$ cat src/rtl/d_instr_queue_if.sv
// Fetch/decode/execute handshake bundle around the decode-side instruction queue.
// slave  : the queue itself.
// master : the environment (fetch, decode and execute) driving the queue.
interface d_instr_queue_if;
  // Fetch side
  logic [31:0] f_pc;
  logic [31:0] instr;
  logic        d_ready;
  logic        br_en;
  logic [31:0] br_addr;
  // Execute redirect
  logic        ex_br_en;
  logic [31:0] ex_br_addr;
  // Decode side
  logic        dec_ready;
  logic        d_valid;
  logic [31:0] d_pc;
  logic [31:0] d_instr;
  logic        d_pred_taken;

  modport slave (
    input  f_pc, instr, ex_br_en, ex_br_addr, dec_ready,
    output d_ready, br_en, br_addr, d_valid, d_pc, d_instr, d_pred_taken
  );

  modport master (
    output f_pc, instr, ex_br_en, ex_br_addr, dec_ready,
    input  d_ready, br_en, br_addr, d_valid, d_pc, d_instr, d_pred_taken
  );
endinterface

$ cat src/rtl/d_instr_queue.sv
// Decode-side instruction queue: buffers {pc, instr, pred} from fetch in a
// DEPTH-entry FIFO, resolves JAL redirects as the JAL is accepted, and flushes
// completely on an execute redirect.
// Optional feature macro: STATIC_BTFN_PREDICT_EN (backward branches predicted
// taken and redirected like JAL). Port list is the same in both builds.
module d_instr_queue #(
  parameter int unsigned DEPTH = 4
) (
  input  logic             clock,
  input  logic             reset,
  d_instr_queue_if.slave   bus
);

  localparam int unsigned PTR_W = $clog2(DEPTH);
  localparam int unsigned CNT_W = PTR_W + 1;
  localparam logic [6:0]  OP_JAL    = 7'b1101111;
  localparam logic [6:0]  OP_BRANCH = 7'b1100011;

  typedef struct packed {
    logic [31:0] pc;
    logic [31:0] instr;
    logic        pred;
  } entry_t;

  entry_t           mem [DEPTH];
  logic [PTR_W-1:0] rd_ptr;
  logic [PTR_W-1:0] wr_ptr;
  logic [CNT_W-1:0] count;

  logic        full_c;
  logic        push_c;
  logic        pop_c;
  logic        is_jal_c;
  logic        redirect_c;
  logic [31:0] jal_tgt_c;
  logic [31:0] tgt_c;
  entry_t      wr_entry_c;

  assign full_c    = (count == CNT_W'(DEPTH));
  assign is_jal_c  = (bus.instr[6:0] == OP_JAL);
  assign jal_tgt_c = bus.f_pc + {{11{bus.instr[31]}}, bus.instr[31], bus.instr[19:12],
                                 bus.instr[20], bus.instr[30:21], 1'b0};

`ifdef STATIC_BTFN_PREDICT_EN
  logic        is_bwd_br_c;
  logic [31:0] br_tgt_c;

  // Backward conditional branches are statically predicted taken.
  assign is_bwd_br_c = (bus.instr[6:0] == OP_BRANCH) && bus.instr[31];
  assign br_tgt_c    = bus.f_pc + {{19{bus.instr[31]}}, bus.instr[31], bus.instr[7],
                                   bus.instr[30:25], bus.instr[11:8], 1'b0};
  assign redirect_c  = is_jal_c | is_bwd_br_c;
  assign tgt_c       = is_jal_c ? jal_tgt_c : br_tgt_c;
`else
  // Only JAL redirects; branches flow through untouched.
  assign redirect_c  = is_jal_c;
  assign tgt_c       = jal_tgt_c;
`endif

  // Handshake qualifiers; an execute redirect blocks both push and pop.
  assign push_c = !full_c && !bus.ex_br_en && reset;
  assign pop_c  = bus.d_valid && bus.dec_ready && !bus.ex_br_en;

  // Entry captured from fetch on a push.
  always_comb begin
    wr_entry_c       = '0;
    wr_entry_c.pc    = bus.f_pc;
    wr_entry_c.instr = bus.instr;
    wr_entry_c.pred  = redirect_c;
  end

  // Fetch-side response: execute redirect wins over a predicted redirect.
  always_comb begin
    bus.d_ready = !full_c || bus.ex_br_en;
    bus.br_en   = 1'b0;
    bus.br_addr = '0;
    if (bus.ex_br_en) begin
      bus.br_en   = 1'b1;
      bus.br_addr = bus.ex_br_addr;
    end else if (push_c && redirect_c) begin
      bus.br_en   = 1'b1;
      bus.br_addr = tgt_c;
    end
  end

  // Decode-side view of the head entry.
  assign bus.d_valid      = (count != '0);
  assign bus.d_pc         = mem[rd_ptr].pc;
  assign bus.d_instr      = mem[rd_ptr].instr;
  assign bus.d_pred_taken = mem[rd_ptr].pred;

  // Queue storage, pointers and occupancy; flush on execute redirect.
  always_ff @(posedge clock or negedge reset) begin
    if (!reset) begin
      rd_ptr <= '0;
      wr_ptr <= '0;
      count  <= '0;
      for (int unsigned i = 0; i < DEPTH; i++) begin
        mem[i] <= '0;
      end
    end else if (bus.ex_br_en) begin
      rd_ptr <= '0;
      wr_ptr <= '0;
      count  <= '0;
    end else begin
      if (push_c) begin
        mem[wr_ptr] <= wr_entry_c;
        wr_ptr      <= wr_ptr + PTR_W'(1);
      end
      if (pop_c) begin
        rd_ptr <= rd_ptr + PTR_W'(1);
      end
      case ({push_c, pop_c})
        2'b10:   count <= count + CNT_W'(1);
        2'b01:   count <= count - CNT_W'(1);
        default: count <= count;
      endcase
    end
  end

endmodule
$ cat src/flat_wrapper.sv
// flat-port wrapper written by rule: the top's interface ports become plain ports
module d_instr_queue_flat 
#(
  parameter int unsigned DEPTH = 4
)
  (clock, reset, bus_f_pc, bus_instr, bus_ex_br_en, bus_ex_br_addr, bus_dec_ready, bus_d_ready, bus_br_en, bus_br_addr, bus_d_valid, bus_d_pc, bus_d_instr, bus_d_pred_taken);
  d_instr_queue_if bus_i ();
  input  logic clock;
  input  logic reset;
  input wire logic [$bits(bus_i.f_pc)-1:0] bus_f_pc;
  input wire logic [$bits(bus_i.instr)-1:0] bus_instr;
  input wire logic [$bits(bus_i.ex_br_en)-1:0] bus_ex_br_en;
  input wire logic [$bits(bus_i.ex_br_addr)-1:0] bus_ex_br_addr;
  input wire logic [$bits(bus_i.dec_ready)-1:0] bus_dec_ready;
  output wire logic [$bits(bus_i.d_ready)-1:0] bus_d_ready;
  output wire logic [$bits(bus_i.br_en)-1:0] bus_br_en;
  output wire logic [$bits(bus_i.br_addr)-1:0] bus_br_addr;
  output wire logic [$bits(bus_i.d_valid)-1:0] bus_d_valid;
  output wire logic [$bits(bus_i.d_pc)-1:0] bus_d_pc;
  output wire logic [$bits(bus_i.d_instr)-1:0] bus_d_instr;
  output wire logic [$bits(bus_i.d_pred_taken)-1:0] bus_d_pred_taken;
  assign bus_i.f_pc = bus_f_pc;
  assign bus_i.instr = bus_instr;
  assign bus_i.ex_br_en = bus_ex_br_en;
  assign bus_i.ex_br_addr = bus_ex_br_addr;
  assign bus_i.dec_ready = bus_dec_ready;
  assign bus_d_ready = bus_i.d_ready;
  assign bus_br_en = bus_i.br_en;
  assign bus_br_addr = bus_i.br_addr;
  assign bus_d_valid = bus_i.d_valid;
  assign bus_d_pc = bus_i.d_pc;
  assign bus_d_instr = bus_i.d_instr;
  assign bus_d_pred_taken = bus_i.d_pred_taken;
  d_instr_queue #(.DEPTH(DEPTH)) u_core (.clock(clock), .reset(reset), .bus(bus_i));
endmodule
$ cat config.mk
export PLATFORM = sky130hd
export DESIGN_NAME = d_instr_queue_flat
export DESIGN_NICKNAME = d
export VERILOG_FILES = /design/src/rtl/d_instr_queue_if.sv /design/src/rtl/d_instr_queue.sv /design/src/flat_wrapper.sv
export SDC_FILE = /design/constraint.sdc
export NUM_CORES = 1
export LEC_CHECK = 0
export ABC_AREA = 0
export CAP_MARGIN = 20
export CORE_ASPECT_RATIO = 1.25
export CORE_UTILIZATION = 32
export DETAILED_ROUTE_END_ITERATION = 12
export PLACE_DENSITY = 0.59
export SYNTH_ARGS = -nofsm -noshare
export SYNTH_HDL_FRONTEND = slang
export SYNTH_SLANG_ARGS = --single-unit
$ cat constraint.sdc
create_clock -name clock -period 3 [get_ports clock]
set_input_delay 0.6 -clock clock [delete_from_list [all_inputs] [get_ports clock]]
set_output_delay 0.6 -clock clock [all_outputs]
set_load 0.05 [all_outputs]
# Word-level counts from Yosys, hierarchy flattened
# Index checks and enable logic that the tools add are counted.
[totals] latch_bits=0 reg_bits=267 in_bits=100 word_cells=60 out_inout_bits=100 n_memories=0 mem_bits_ro=0 ramBits=0
[classes] n_eq_ne=4 reduce_logical=14 magnitude_cmp=3 bitwise_logic=3 n_mul=0 n_mux=16 n_addsub=5 div_mod_pow=0 shift=0
[op_table] operator="bitwise mux 260 bit" n=1
[op_table] operator="two-way mux 65 bit" n=3
[op_table] operator="binary-select mux 65 bit (select 2 bit)" n=1
[op_table] operator="demux 65 bit (select 2 bit)" n=1
[op_table] operator="two-way mux 32 bit" n=2
[op_table] operator="adder 32 bit" n=1
[op_table] operator="two-way mux 2 bit" n=4
[op_table] operator="== test 7 bit (second input constant)" n=1
[op_table] operator=">= comparator 3 bit (second input constant)" n=2
[op_table] operator="logical AND 1 bit" n=6
[op_table] operator="NOT 2 -> 3 bit" n=2
[op_table] operator="one-hot mux 3 bit (2 select lines)" n=1
[op_table] operator="nonzero test 3 bit" n=2
[op_table] operator="adder 2 x 1 -> 2 bit (second input constant)" n=2
[op_table] operator="nonzero test 2 bit" n=2
[op_table] operator="adder 3 x 1 -> 3 bit (second input constant)" n=1
[op_table] operator="== test 3 bit (second input constant)" n=1
[op_table] operator="less-than comparator 3 x 1 -> 1 bit (second input constant)" n=1
[op_table] operator="two-way mux 3 bit" n=1
[op_table] operator="subtractor 3 x 1 -> 3 bit (second input constant)" n=1
[op_table] operator="== test 2 x 1 -> 1 bit (second input constant)" n=1
[op_table] operator="== test 2 bit (second input constant)" n=1
[op_table] operator="zero test 1 bit" n=2
[op_table] operator="two-way mux 1 bit" n=2
[op_table] operator="other kinds (3)" n=3

# Logic depth before layout (Yosys ltp)
# Gate-level depths: netlist (run 1).
[depth] ltp_word=7 mapped_depth=10 mapped_depth_nobuf=10

# Worst setup path after synthesis (run 1)
# Ideal clock, no wire load.
[synth_path] path_kind="input to output" startpoint="in bus_instr[21]" endpoint="out bus_br_addr[29]" slack_ps=-468 stages=10 path_buffers=0 arrival_ps=2868 cell_sequence="ha_1 fa_1 a211oi_1 o21ba_2 o41a_1 o2111a_1 nor2_1 a211oi_1 xnor2_1 a22o_1"
[synth_via] elab_chain_cells=3
[synth_lines] element="start, declared" line="flat_wrapper.sv:11" text="input wire logic [$bits(bus_i.instr)-1:0] bus_instr;"
[synth_lines] element="adder 32 bit" line="d_instr_queue.sv:41" text="assign jal_tgt_c = bus.f_pc + {{11{bus.instr[31]}}, bus.instr[31], bus.instr[19:12],"
[synth_lines] element="two-way mux 32 bit" line="d_instr_queue.sv:80" text="end else if (push_c && redirect_c) begin"
[synth_lines] element="two-way mux 32 bit" line="d_instr_queue.sv:77" text="if (bus.ex_br_en) begin"
[synth_lines] element="end, declared" line="flat_wrapper.sv:17" text="output wire logic [$bits(bus_i.br_addr)-1:0] bus_br_addr;"
# No other way between the ends.

# Worst setup path in the final report (run 1)
[layout_path] startpoint="in bus_f_pc[1]" endpoint="out bus_br_addr[31]"
[layout_via] elab_chain_cells=3
[layout_lines] element="start, declared" line="flat_wrapper.sv:10" text="input wire logic [$bits(bus_i.f_pc)-1:0] bus_f_pc;"
[layout_lines] element="adder 32 bit" line="d_instr_queue.sv:41"
[layout_lines] element="two-way mux 32 bit" line="d_instr_queue.sv:80"
[layout_lines] element="two-way mux 32 bit" line="d_instr_queue.sv:77"
# No other way between the ends.

==> qor.yml, run 1 <==
antenna_found_initial: 1
rrSetupSlack_ns: 0.50
wirelength_um: 39400
post_dp_cell_area_um2: 17600
grt_pass1_wl_um: 60000
synth_edf_count: 0
rsz0062_at_grt: "true"
period_needed_ns: 3.57
clk_pin_slew_ns: 0.06
portBuffers: 199
core_um2: 41900
cts.sinks: 267
synth.distinct_cells: 55
ant_nets: 0
area_growth_pct: 43.2
synth_top_area_cell: "dfrtp_1"
setup.worst_path.end_class: "output pin"
drtPass1Iterations: 4
worstPathRequired_ns: 2.40
ys_seq_area_frac: 0.492
final_max_slew_viol_count: 0
maxCapViolCount: 0
ctsRootBufferMaster: "clkbuf_16"
finalSetupViolCount: 25
grt_start_max_net_pins: 142
h-tree-depth: 1
synth_seq_cells: 267
cts_made_buffers: 29
worstHoldPathType: "primary input to asynchronous set/reset pin"
synthTopCellsByArea: "dfrtp_1 (49%), mux2_2 (21%), mux4_2 (11%), ha_1 (3.1%), a22o_1 (2.1%)"
crit_arrival_ns: 2.97
cp_max_fo: 2
overflow: 0
cp-start-kind: "primary input"
max_slew_margin: 0.372
final.setup.worst_slack_ns: -0.573
fillers: 3743
nets: 1438
report.final.hold_viol_count: 0
wl_per_cell_um: 20.9
yosys_warnings: 0
powerDensity_nw_per_um2: 965
cts_tree: "built"
synth_area_per_cell_um2: 14.1
post_route_cells_drive_above_1_share: 0.603
ys.flop_type: "dfrtp_1"
num_rows: 84
p_leak_nw: 8.61
max_freq_mhz: 280
gp_congestion: 0.879
skew_ns: 0.0140
stdcell_count: 1884
drtIter0Drc: 376
dr_total_vias: 9533
initial_core_util: 0.324
antenna_cells: 0
syn_area_um2: 13600
grt_pass1_vias: 10200
insertion_delay_ns: 0.58
async_flop_share: 1.00
clockBufferDepth: 3
drc: 0
post-dp-hpwl_um: 27000
report.power.total_mw: 18.8
post-route-cell-area_um2: 19400
max-vdd-ir-drop_mv: 0.648
netlist.area_leader.share: 0.492
fin_util: 0.463
pin_count: 200
synth_fp_nets: 1101
path_class: "primary input to output pin"
violations: "negative setup slack"
via_per_inst: 5.06
post-route-period-util: 1.19
die_area_um2: 43300
track_usage: 0.185
tightest_slew_ns: 0.942
fin_setup_tns_ns: -8.60
chipWidth_um: 186
run_status: "finished with violations"
place_inst: 1806
die_height_um: 232
syn_inst: 965
==> timing repair <==
action | in CTS | in global routing
endpoints found under the hold margin | 0 | 0
hold buffers | 0 | 0
endpoints found under the setup margin | 34 | 29
pin swaps | 77 | 74
resized for setup | 230 | 106
buffers inserted | 19 | 14
cloned | 2 | 0
==> state kept, by name (all words and copies together), names as in the netlist <==
signal         count
u_core.count       3
u_core.mem       260
u_core.rd_ptr      2
u_core.wr_ptr      2
==> critical path: stages <==
cell and delay [ns]:
buf_8 0.10, ha_4 0.17, fa_2 0.39, a211oi_4 0.28, o21ai_2 0.11, a21oi_2 0.25, o21a_1 0.25, o311ai_2 0.11
a21oi_2 0.20, xnor2_2 0.10, a22o_2 0.24, buf_12 0.15
==> synth_stat cells, types with 7 or more instances <==
| library cell | n |
|---|---|
| a22o_1 | 32 |
| a21o_1 | 16 |
| o21ai_0 | 16 |
| clkbuf_1 | 39 |
| nor3_1 | 7 |
| inv_1 | 9 |
| ha_1 | 34 |
| nand3_1 | 9 |
| dfrtp_1 | 267 |
| buf_2 | 25 |
| xor2_1 | 13 |
| nand2_1 | 23 |
| nand4_1 | 11 |
| mux4_2 | 65 |
| xnor2_1 | 23 |
| mux2_2 | 256 |
| a21oi_1 | 29 |
| nor2_1 | 20 |
==> worst paths after layout <==
| path | startpoint | end | depth (start not counted) |
|---|---|---|---|
| worst max-delay path | bus_f_pc[1] | bus_br_addr[31] | 12 |
| worst min-delay path | reset | u_core.mem[98]$_DFFE_PN0P_ | 2 |
| worst max register to register | u_core.count[0]$_DFFE_PN0P_ | u_core.mem[89]$_DFFE_PN0P_ | 7 |
| worst min register to register | u_core.mem[195]$_DFFE_PN0P_ | u_core.mem[195]$_DFFE_PN0P_ | 2 |
| max in group asynchronous | reset | u_core.mem[244]$_DFFE_PN0P_ | 3 |
| min in group clock | bus_instr[28] | u_core.mem[224]$_DFFE_PN0P_ | 2 |
==> where the power goes <==
part	leakage, nW	internal, mW	switching, mW
Combinational	4.79	4.14	4.95
Clock	0.470	2.09	1.51
Sequential	3.36	5.24	0.833
==> layer usage <==
layer | part of all wire | routed length, µm | track usage
met1 | 0.41 | 16300 | 0.228
met3 | 0.045 | 1760 | 0.0278
met5 | 0.00030 | 12 | 0
met2 | 0.51 | 20300 | 0.325
met4 | 0.027 | 1060 | 0.0633
==> cells by family after synthesis <==
group / after synthesis / synth area share
xor+xnor: 36 / 0.0232
mux: 322 / 0.321
buf+inv: 76 / 0.0239
simple gates: 91 / 0.0333
flops: 267 / 0.492
fa+ha+maj: 36 / 0.0343
compound gates: 137 / 0.0722
==> final cells by class <==
| type | count | area [µm²] | area share |
|---|---|---|---|
| multi-input combinational | 622 | 7440 | 0.383 |
| sequential | 267 | 6690 | 0.344 |
| timing repair buffer | 373 | 3620 | 0.186 |
| clock buffer | 43 | 828 | 0.0426 |
| tap | 559 | 699 | 0.0360 |
| clock inverter | 11 | 126 | 0.00650 |
| inverter | 9 | 33.8 | 0.00174 |
==> per-stage QoR <==
step,hold slack [ns],setup WS [ns]
global placement,0.457,-1.22
global route,0.269,-0.690
detailed placement,0.476,-1.19
floorplan,0.304,-0.104
finish,0.193,-0.573
CTS,0.231,-0.652
==> cell usage in the layout (no fill, tap or decap), types with 16 or more instances in the layout <==
cell type,Yosys,layout
buf_12,0,48
nand2_1,23,17
clkdlybuf4s50_1,0,46
a22o_1,32,19
a21o_1,16,16
dfrtp_1,267,265
mux4_2,65,65
nor2_1,20,17
clkbuf_16,0,29
buf_2,25,16
mux2_2,256,256
buf_4,0,214
buf_6,1,21
ha_4,0,24
a21oi_1,29,17
Note: power is estimated with default switching activity, not from simulation.
==> run 2: changes to the inputs <==
--- a/config.mk
+++ b/config.mk
@@ -10,7 +10,7 @@
 export CORE_ASPECT_RATIO = 1.25
 export CORE_UTILIZATION = 32
 export DETAILED_ROUTE_END_ITERATION = 12
-export PLACE_DENSITY = 0.59
+export PLACE_DENSITY = 0.57
 export SYNTH_ARGS = -nofsm -noshare
 export SYNTH_HDL_FRONTEND = slang
 export SYNTH_SLANG_ARGS = --single-unit
==> constraint.sdc (replaced) <==
create_clock -name clock -period 4 [get_ports clock]
set_input_delay 0.8 -clock clock [delete_from_list [all_inputs] [get_ports clock]]
set_output_delay 0.8 -clock clock [all_outputs]
set_load 0.05 [all_outputs]
==> run 2 against run 1 <==
  * The run now ends clean
  * Clock skew rose by 0.038 ns
  * Worst hold slack got worse by 0.10 ns
  * Register-to-register slack improved by 0.81 ns
  * Cell count fell by 1.1%
  * Sequential power fell by 26%
  * Global-route usage fell by 0.50 points
  * Non-clock buffer count fell by 20
  * Core utilization fell by 1.1 points
  * Critical endpoint is now bus_br_addr[30]
==> qor.yml, run 2 (synthesis results as in run 1) <==
run_status: "finished clean"  # was finished with violations
cp_max_fo: 5  # was 2
die_area_um2: 43300  # unchanged
maxCapViolCount: 0  # unchanged
report.power.total_mw: 14.1  # was 18.8 mW
nets: 1419  # was 1438
wl_per_cell_um: 20.4  # was 20.9 µm
crit_slowest_cell: "o31a_1"  # was fa_2
p_leak_nw: 8.31  # was 8.61 nW
fin_setup_tns_ns: 0  # was -8.60 ns
final_common_cell: "dfrtp_1"  # unchanged
period_needed_ns: 3.97
drc: 0  # unchanged
report.final.hold_viol_count: 0  # unchanged
final_cell_mix: "dfrtp_1 (265), mux2_2 (256), buf_4 (142)"  # was dfrtp_1 (265), mux2_2 (256), buf_4 (214)
via_per_inst: 5.01  # was 5.06
rsz0062_at_grt: "true"  # unchanged
ctsRootBufferMaster: "clkbuf_16"  # unchanged
h-tree-depth: 1  # unchanged
powerDensity_nw_per_um2: 742  # was 965 nW/µm²
grt_start_max_net_pins: 83  # was 142
chipWidth_um: 186  # unchanged
grt_pass1_vias: 9996  # was 10200
post-dp-hpwl_um: 26000  # was 27000 µm
track_usage: 0.180  # was 0.185
cts_made_buffers: 30  # was 29
wirelength_um: 38000  # was 39400 µm
core_um2: 41900  # unchanged
cts.sinks: 267  # unchanged
pre_cts_slack_ns: -0.552  # was -1.19 ns
crit_family: "compound AO/OA/AOI/OAI gates"  # unchanged
num_rows: 84  # unchanged
worstPathRequired_ns: 3.20  # was 2.40 ns
clockBufferDepth: 3  # unchanged
top_regs: "u_core.mem x260, u_core.count x3"  # unchanged
area_growth_pct: 39.9  # was 43.2%
post-route-cell-area_um2: 19000  # was 19400 µm²
drtIter0Drc: 414  # was 376
crit_path_max_incr_delay_ns: 0.42  # was 0.39 ns
cts.hold.buffers_added: 0  # unchanged
max_slew_margin: 0.462  # was 0.372
pin_count: 200  # unchanged
crit_top_cell: "buf_12"  # was a21oi_2
crit_arrival_ns: 3.17  # was 2.97 ns
path_cells: "buf_12, ha_4, buf_6, nand4_1, nor2_1, o21ai_1, a211o_1, o31a_1, o21ai_2, xor2_1, a22o_1, buf_12"  # was buf_8, ha_4, fa_2, a211oi_4, o21ai_2, a21oi_2, o21a_1, o311ai_2, a21oi_2, xnor2_2, a22o_2, buf_12
grt_pass1_wl_um: 58600  # was 60000 µm
worstHoldPathType: "primary input to asynchronous set/reset pin"  # unchanged
dr_total_vias: 9337  # was 9533
cp-start-kind: "primary input"  # unchanged
largest_register_ffs: 260  # unchanged
clk_pin_slew_ns: 0.06  # about the same
max-vdd-ir-drop_mv: 0.662  # was 0.648 mV
ant_nets: 0  # unchanged
crit_buf_inv: 3  # was 2
final_max_slew_viol_count: 0  # unchanged
antenna_found_initial: 3  # was 1
initial_core_util: 0.324  # unchanged
path_class: "primary input to output pin"  # unchanged
post-route-period-util: 0.994
drtPass1Iterations: 5  # was 4
post_route_cells_drive_above_1_share: 0.503  # was 0.603
finalSetupViolCount: 0  # was 25
post_dp_cell_area_um2: 17500  # was 17600 µm²
skew_ns: 0.0519  # was 0.0140 ns
gp_congestion: 0.840  # was 0.879
max_freq_mhz: 252
overflow: 0  # unchanged
cts_tree: "built"  # unchanged
regMostFlops: "u_core.mem"  # unchanged
tightest_slew_ns: 0.808  # was 0.942 ns
final.setup.worst_slack_ns: 0.0251  # was -0.573 ns
setup.worst_path.end_class: "output pin"  # unchanged
die_height_um: 232  # unchanged
portBuffers: 199  # unchanged
insertion_delay_ns: 0.59  # was 0.58 ns
## run 2: area by class of cell
cell class	count	area, µm²
clock inverters	10	128
multi-input cells	622	7090
inverters	9	33.8
clock buffers	42	836
repair buffers	353	3510
fillers	3758	22900
flip-flops and latches	267	6690
well taps	559	699
diodes	1	2.50
## run 2: final timing paths
check,start,to,slack (ns),depth (start not counted)
setup / recovery,bus_instr[28],bus_br_addr[30],0.03,12
hold reg to reg,u_core.mem[130]$_DFFE_PN0P_,u_core.mem[130]$_DFFE_PN0P_,0.48,2
setup reg to reg,u_core.count[0]$_DFFE_PN0P_,u_core.mem[105]$_DFFE_PN0P_,1.31,7
max in group asynchronous,reset,u_core.rd_ptr[0]$_DFFE_PN0P_,2.21,3
hold / removal,reset,u_core.mem[243]$_DFFE_PN0P_,0.09,1
min in group clock,bus_instr[28],u_core.mem[224]$_DFFE_PN0P_,0.46,2
## run 2: stage by stage
step | std cells | util | hold WS, ns
6_report | 1863 | 0.453 | 0.0919
5_1_grt | 1862 | 0.453 | 0.0919
4_1_cts | 1854 | 0.449 | 0.0735
3_3_place_gp | 1798 | 0.417 | 0.456
2_1_floorplan | 965 | - | 0.445
3_5_place_dp | 1798 | 0.417 | 0.469
## run 2: what timing repair did
action,in CTS,in global routing
setup buffers,4,7
resized for setup,143,74
pin swaps,44,35
endpoints found under the setup margin,25,15
## run 2: power by group
group | total (mW) | switching, mW | internal (mW)
clock network | 2.70 | 1.12 | 1.58
logic | 6.88 | 3.67 | 3.21
registers | 4.52 | 0.586 | 3.93
## run 2: metal layers
metal,global-route usage,up-vias,share of wire
li1,-,4279,-
met1,0.239,4801,0.44
met2,0.306,211,0.49
met3,0.0256,42,0.045
met4,0.0456,4,0.018
met5,0,-,0.00068
